## src/rtl/dpd_fb_delay_meas.sv

```systemverilog
`default_nettype none
// ============================================================================
// Module      : dpd_fb_delay_meas
// Description : Feedback-path loop-delay estimator for DPD adaptation.
//               Counts samples from a start trigger until the returning
//               burst magnitude (|i|+|q|) stays at or above a threshold for
//               HOLD consecutive samples. Reports the onset sample index as
//               the measured delay, or a timeout if no onset qualifies within
//               MAX_DELAY. Also forwards the feedback samples with one
//               register stage.
//               Optional feature macro: DPD_FB_PEAK_EN (peak magnitude
//               tracking over the search window; peak_mag is 0 otherwise).
// Revision    : 1.0 - initial release
// ============================================================================
module dpd_fb_delay_meas #(
  parameter int W         = 20,
  parameter int MAX_DELAY = 255,
  parameter int HOLD      = 4,
  parameter int DW        = $clog2(MAX_DELAY + 1)
) (
  input  logic          clk,
  input  logic          reset,
  input  logic          start,
  input  logic [W:0]    thr,
  input  logic [W-1:0]  sig_pa_i,
  input  logic [W-1:0]  sig_pa_q,
  output logic [W-1:0]  fb_i,
  output logic [W-1:0]  fb_q,
  output logic          busy,
  output logic          done,
  output logic          timeout,
  output logic [DW-1:0] delay,
  output logic          delay_valid,
  output logic [W:0]    peak_mag
);

  // Index of the last sample that can still complete a qualifying run.
  localparam int c_LAST = MAX_DELAY + HOLD - 1;
  localparam int c_NW   = $clog2(c_LAST + 1);
  localparam int c_RW   = $clog2(HOLD + 1);

  localparam logic [c_NW-1:0] c_LAST_N  = c_NW'(c_LAST);
  localparam logic [c_NW-1:0] c_HOLD_M1 = c_NW'(HOLD - 1);
  localparam logic [c_RW-1:0] c_HOLD_R  = c_RW'(HOLD);

  typedef enum logic [1:0] {
    S_IDLE      = 2'd0,
    S_SEARCH    = 2'd1,
    S_REPORT_OK = 2'd2,
    S_REPORT_TO = 2'd3
  } state_t;

  state_t          r_state;
  logic [c_NW-1:0] r_n;
  logic [c_RW-1:0] r_run;
  logic            r_above;
  logic            r_busy;
  logic            r_done;
  logic            r_timeout;
  logic [DW-1:0]   r_delay;
  logic            r_delay_valid;
  logic [W-1:0]    r_fb_i;
  logic [W-1:0]    r_fb_q;

  logic [W:0]      w_ext_i;
  logic [W:0]      w_ext_q;
  logic [W:0]      w_abs_i;
  logic [W:0]      w_abs_q;
  logic [W:0]      w_mag;
  logic [c_RW-1:0] w_run_next;

  // Sign-extend to W+1 bits before negating so -2^(W-1) maps to +2^(W-1);
  // the sum of two such magnitudes (at most 2^W) still fits in W+1 bits.
  assign w_ext_i = {sig_pa_i[W-1], sig_pa_i};
  assign w_ext_q = {sig_pa_q[W-1], sig_pa_q};
  assign w_abs_i = sig_pa_i[W-1] ? (~w_ext_i + 1'b1) : w_ext_i;
  assign w_abs_q = sig_pa_q[W-1] ? (~w_ext_q + 1'b1) : w_ext_q;
  assign w_mag   = w_abs_i + w_abs_q;

  // Run length after the sample currently being processed.
  assign w_run_next = r_above ? (r_run + 1'b1) : '0;

  // Feedback forwarding: plain one-cycle register, independent of the FSM.
  always_ff @(posedge clk) begin
    if (reset) begin
      r_fb_i <= '0;
      r_fb_q <= '0;
    end else begin
      r_fb_i <= sig_pa_i;
      r_fb_q <= sig_pa_q;
    end
  end

  // Threshold compare registered so sample n is processed one cycle later.
  always_ff @(posedge clk) begin
    if (reset) begin
      r_above <= 1'b0;
    end else begin
      r_above <= (w_mag >= thr);
    end
  end

  // Measurement FSM: search for a sustained onset and report the result.
  always_ff @(posedge clk) begin
    if (reset) begin
      r_state       <= S_IDLE;
      r_n           <= '0;
      r_run         <= '0;
      r_busy        <= 1'b0;
      r_done        <= 1'b0;
      r_timeout     <= 1'b0;
      r_delay       <= '0;
      r_delay_valid <= 1'b0;
    end else begin
      r_done    <= 1'b0;
      r_timeout <= 1'b0;
      case (r_state)
        S_IDLE: begin
          r_n   <= '0;
          r_run <= '0;
          if (start) begin
            r_state <= S_SEARCH;
            r_busy  <= 1'b1;
          end
        end
        S_SEARCH: begin
          r_run <= w_run_next;
          r_n   <= r_n + 1'b1;
          if (w_run_next == c_HOLD_R) begin
            // Onset is the first sample of the qualifying run.
            r_state       <= S_REPORT_OK;
            r_done        <= 1'b1;
            r_delay       <= DW'(r_n - c_HOLD_M1);
            r_delay_valid <= 1'b1;
          end else if (r_n == c_LAST_N) begin
            r_state       <= S_REPORT_TO;
            r_timeout     <= 1'b1;
            r_delay_valid <= 1'b0;
          end
        end
        S_REPORT_OK, S_REPORT_TO: begin
          // Report cycle: still busy, so a start here is ignored.
          r_state <= S_IDLE;
          r_busy  <= 1'b0;
        end
        default: begin
          r_state <= S_IDLE;
          r_busy  <= 1'b0;
        end
      endcase
    end
  end

`ifdef DPD_FB_PEAK_EN
  logic [W:0] r_mag;
  logic [W:0] r_peak;

  // Magnitude registered alongside the above flag so both describe sample n.
  always_ff @(posedge clk) begin
    if (reset) begin
      r_mag <= '0;
    end else begin
      r_mag <= w_mag;
    end
  end

  // Running maximum over the searched samples; cleared on an accepted start.
  always_ff @(posedge clk) begin
    if (reset) begin
      r_peak <= '0;
    end else if ((r_state == S_IDLE) && start) begin
      r_peak <= '0;
    end else if ((r_state == S_SEARCH) && (r_mag > r_peak)) begin
      r_peak <= r_mag;
    end
  end

  assign peak_mag = r_peak;
`else
  assign peak_mag = '0;
`endif

  assign fb_i        = r_fb_i;
  assign fb_q        = r_fb_q;
  assign busy        = r_busy;
  assign done        = r_done;
  assign timeout     = r_timeout;
  assign delay       = r_delay;
  assign delay_valid = r_delay_valid;

endmodule
`default_nettype wire

```

## config.mk

```make
export PLATFORM = sky130hd
export DESIGN_NAME = dpd_fb_delay_meas
export DESIGN_NICKNAME = d
export VERILOG_FILES = /design/src/rtl/dpd_fb_delay_meas.sv
export SDC_FILE = /design/constraint.sdc
export NUM_CORES = 1
export LEC_CHECK = 0
export ABC_AREA = 0
export CAP_MARGIN = 40
export CORE_MARGIN = 5
export CORE_UTILIZATION = 44
export CTS_CLUSTER_DIAMETER = 60
export CTS_CLUSTER_SIZE = 25
export DETAILED_ROUTE_END_ITERATION = 7
export HOLD_SLACK_MARGIN = 0.15
export PLACE_DENSITY = 0.78
export SYNTH_ARGS = -nofsm -noshare
export SYNTH_HDL_FRONTEND = slang
export SYNTH_SLANG_ARGS = --single-unit
```

## constraint.sdc

```tcl
create_clock -name clk -period 4 [get_ports clk]
set_input_delay 0.8 -clock clk [delete_from_list [all_inputs] [get_ports clk]]
set_output_delay 0.8 -clock clk [all_outputs]
set_load 0.01 [all_outputs]
```

==> results.json <==
{
  "startpoint_type": "primary input",
  "end_kind": "flip-flop",
  "antenna_found_initial": 0,
  "rsz0062_at_grt": "true",
  "vias_per_cell": 5.53,
  "power.total_mw": 2.43,
  "root_buffer": "clkbuf_8",
  "pwr-share-clk": 0.244,
  "antenna_cells": 0,
  "die_h_um": 113,
  "area_growth_pct": 60.0,
  "core_area_sq_mm": 0.0104,
  "setup_viol": 1,
  "p_leak_nw": 3.37,
  "num_rows": 37,
  "numCtsBuffers": 9,
  "drive_gt1_frac": 0.303,
  "required_ps": 4300,
  "drt_wl_total_um": 17300,
  "fillers": 707,
  "syn_avg_cell_area_sq_um": 8.31,
  "overflow": 0,
  "ctsHoldBuffers": 0,
  "p_int_mw": 1.58,
  "worst_pin_slew_ps": 749,
  "cap_violations": 0,
  "path_class": "in -> reg",
  "hpwl_um": 11100,
  "netlist_instances": 564,
  "grt_pass1_wl_um": 24500,
  "synth_top_flop_cell": "dfxtp_1",
  "dr.pass1.iters": 5,
  "placed_area_sq_mm": 0.00666,
  "cts.sinks": 67,
  "cts_tree": "yes",
  "grt_usage": 0.234,
  "async_flop_share": 0,
  "power_density_mw_per_mm2": 324,
  "relSlewSlack": 0.497,
  "grt_pass1_vias": 5063,
  "finClkSkew_ps": 12.8,
  "drcViolationCount": 0,
  "io_buffers": 115,
  "initial_core_util": 0.452,
  "netSwitchingPower_uw": 855,
  "gp_congestion": 0.903,
  "synth-edff-count": 0,
  "preCtsSetupSlack_ps": -955,
  "power_frac_comb": 0.466,
  "ios": 137,
  "num_vias": 5197,
  "cts.htree.levels": 3,
  "switching_share": 0.351,
  "fmax_ghz": 0.235,
  "arrival_ps": 4560,
  "hold_viol_final": 0,
  "synth_warnings": 0,
  "max-clock-path-buffers": 2,
  "grt_max_degree": 36,
  "violations": "negative setup slack",
  "fin_nets": 909,
  "slew_viol_final": 0,
  "yosysSeqAreaShare": 0.286,
  "ant_nets": 0,
  "synth.distinct_cells": 52,
  "status": "finished, violations left",
  "drtIter0Drc": 343,
  "die_area_sq_mm": 0.0128,
  "cts.clk_slew.worst_paths_ps": 80,
  "syn-cell-area_sq_mm": 0.00469,
  "clk_latency_ps": 360,
  "p_seq_frac": 0.290,
  "fin_area_sq_mm": 0.00750,
  "wl_per_cell_um": 18.4,
  "layout_worst_path_cycle_share": 1.06,
  "fp.dieW_um": 113,
  "peakVddDrop_mv": 0.169,
  "critPathMaxFanout": 4,
  "setup_slack_ps": -259,
  "layout_min_cycle_time_ps": 4260,
  "ys_seq_elements": 67,
  "min-delay-path-class": "reg -> reg"
}
power groups by stage:
stage | Combinational, mW | Clock (mW) | Sequential [mW]
4_1_cts | 1.01 | 0.605 | 0.704
3_5_place_dp | 0.940 | 0 | 0.720
5_1_grt | 1.21 | 0.634 | 0.707
6_report | 1.13 | 0.594 | 0.705
3_3_place_gp | 0.903 | 0 | 0.719
2_1_floorplan | 0.537 | 0 | 0.728
registers in the layout, indices dropped and copies added (netlist names):
signal       flops
busy             1
delay            8
delay_valid      1
done             1
fb_i            20
fb_q            20
r_above          1
r_n              9
r_run            3
r_state          2
timeout          1
path summary, 6_finish.rpt:
kind	to	slack [ps]	cells past startpoint	start
max	r_above$_SDFF_PP0_	-260	19	sig_pa_i[1]
min	delay[3]$_SDFFE_PP0P_	500	2	delay[3]$_SDFFE_PP0P_
max reg2reg	delay[2]$_SDFFE_PP0P_	2110	5	r_run[0]$_SDFFE_PP0P_
min reg2reg	delay[3]$_SDFFE_PP0P_	500	2	delay[3]$_SDFFE_PP0P_
per-stage QoR:
step,utilization,instances,hold slack [ps],setup TNS [ps]
after floorplan,-,584,465,-113
after global placement,0.643,895,471,-843
after detailed placement,0.643,895,482,-955
after CTS,0.694,924,502,-63.9
after global routing,0.723,939,539,-375
final,0.723,939,501,-259
Yosys cell counts (4+ instances only):
library cell | n | area (sq um)
nor2b_1 | 38 | 238
nor2_1 | 48 | 180
clkbuf_1 | 19 | 71.3
xnor2_1 | 51 | 447
nand2_1 | 40 | 150
inv_1 | 35 | 131
nor3_1 | 11 | 55.1
xor2_1 | 12 | 105
ha_1 | 46 | 576
a21oi_1 | 31 | 155
nor4_1 | 4 | 25.0
a211oi_1 | 12 | 90.1
buf_4 | 21 | 158
o41ai_1 | 4 | 35.0
or3_1 | 4 | 25.0
nand3_1 | 12 | 60.1
a21o_1 | 22 | 165
nand4_1 | 7 | 43.8
o21ai_0 | 19 | 95.1
o31ai_1 | 8 | 60.1
dfxtp_1 | 67 | 1340
placed cells by master (no fill, tap or decap), types with 10 or more instances in the layout:
cell	n
ha_1	42
nand2_1	33
o21ai_1	10
conb_1	21
a21o_1	22
inv_1	31
dlygate4sd2_1	10
nor2_1	44
nor2b_1	37
xor2_1	12
buf_4	117
a21oi_1	25
clkdlybuf4s50_1	84
nor3_1	10
dfxtp_1	67
buf_6	20
clkbuf_8	11
xnor2_1	45
worst max-delay path: stages:
cell and delay (ps):
buf_2 120, inv_2 80, ha_4 140, nand2_2 70, nor3_4 260, nand2_2 120
o31ai_2 250, xnor2_1 130, ha_1 360, a21oi_1 260, o21ai_1 130, nor4_2 340
buf_4 180, o31ai_2 70, xor2_1 190, ha_1 310, nand4_1 110, or4b_4 530
o22ai_2 90
repair_timing:
action,in CTS,in global routing
resized for setup,144,56
pin swaps,62,58
buffers inserted,14,15
setup endpoints to repair,1,1
logic make-up after synthesis:
group / count (synthesis) / synth area share
simple gates: 187 / 0.213
compound gates: 119 / 0.171
buf+inv: 78 / 0.0801
flops: 67 / 0.286
xor+xnor: 63 / 0.118
fa+ha+maj: 47 / 0.127
mux: 2 / 0.00427
other cells: 1 / 0.000800
area by class of cell:
cell class / instances / area [sq um] / share of cell area
clock buffer: 12 / 155 / 0.0207
clock inverter: 4 / 48.8 / 0.00651
inverter: 35 / 131 / 0.0175
multi-input combinational: 439 / 3520 / 0.470
sequential: 67 / 1340 / 0.179
tap: 136 / 170 / 0.0227
timing repair buffer: 246 / 2130 / 0.284
layer usage:
layer  vias to the layer above  routed length [um]  global-route usage  share of wire
met5                         -                   0                   0              0
li1                       2384                   -                   -              -
met4                         0                 797              0.0865          0.046
met1                      2458                6660               0.279           0.39
met3                        78                1210              0.0460          0.070
met2                       277                8590               0.416           0.50
Power figures use the tool's default switching activity.
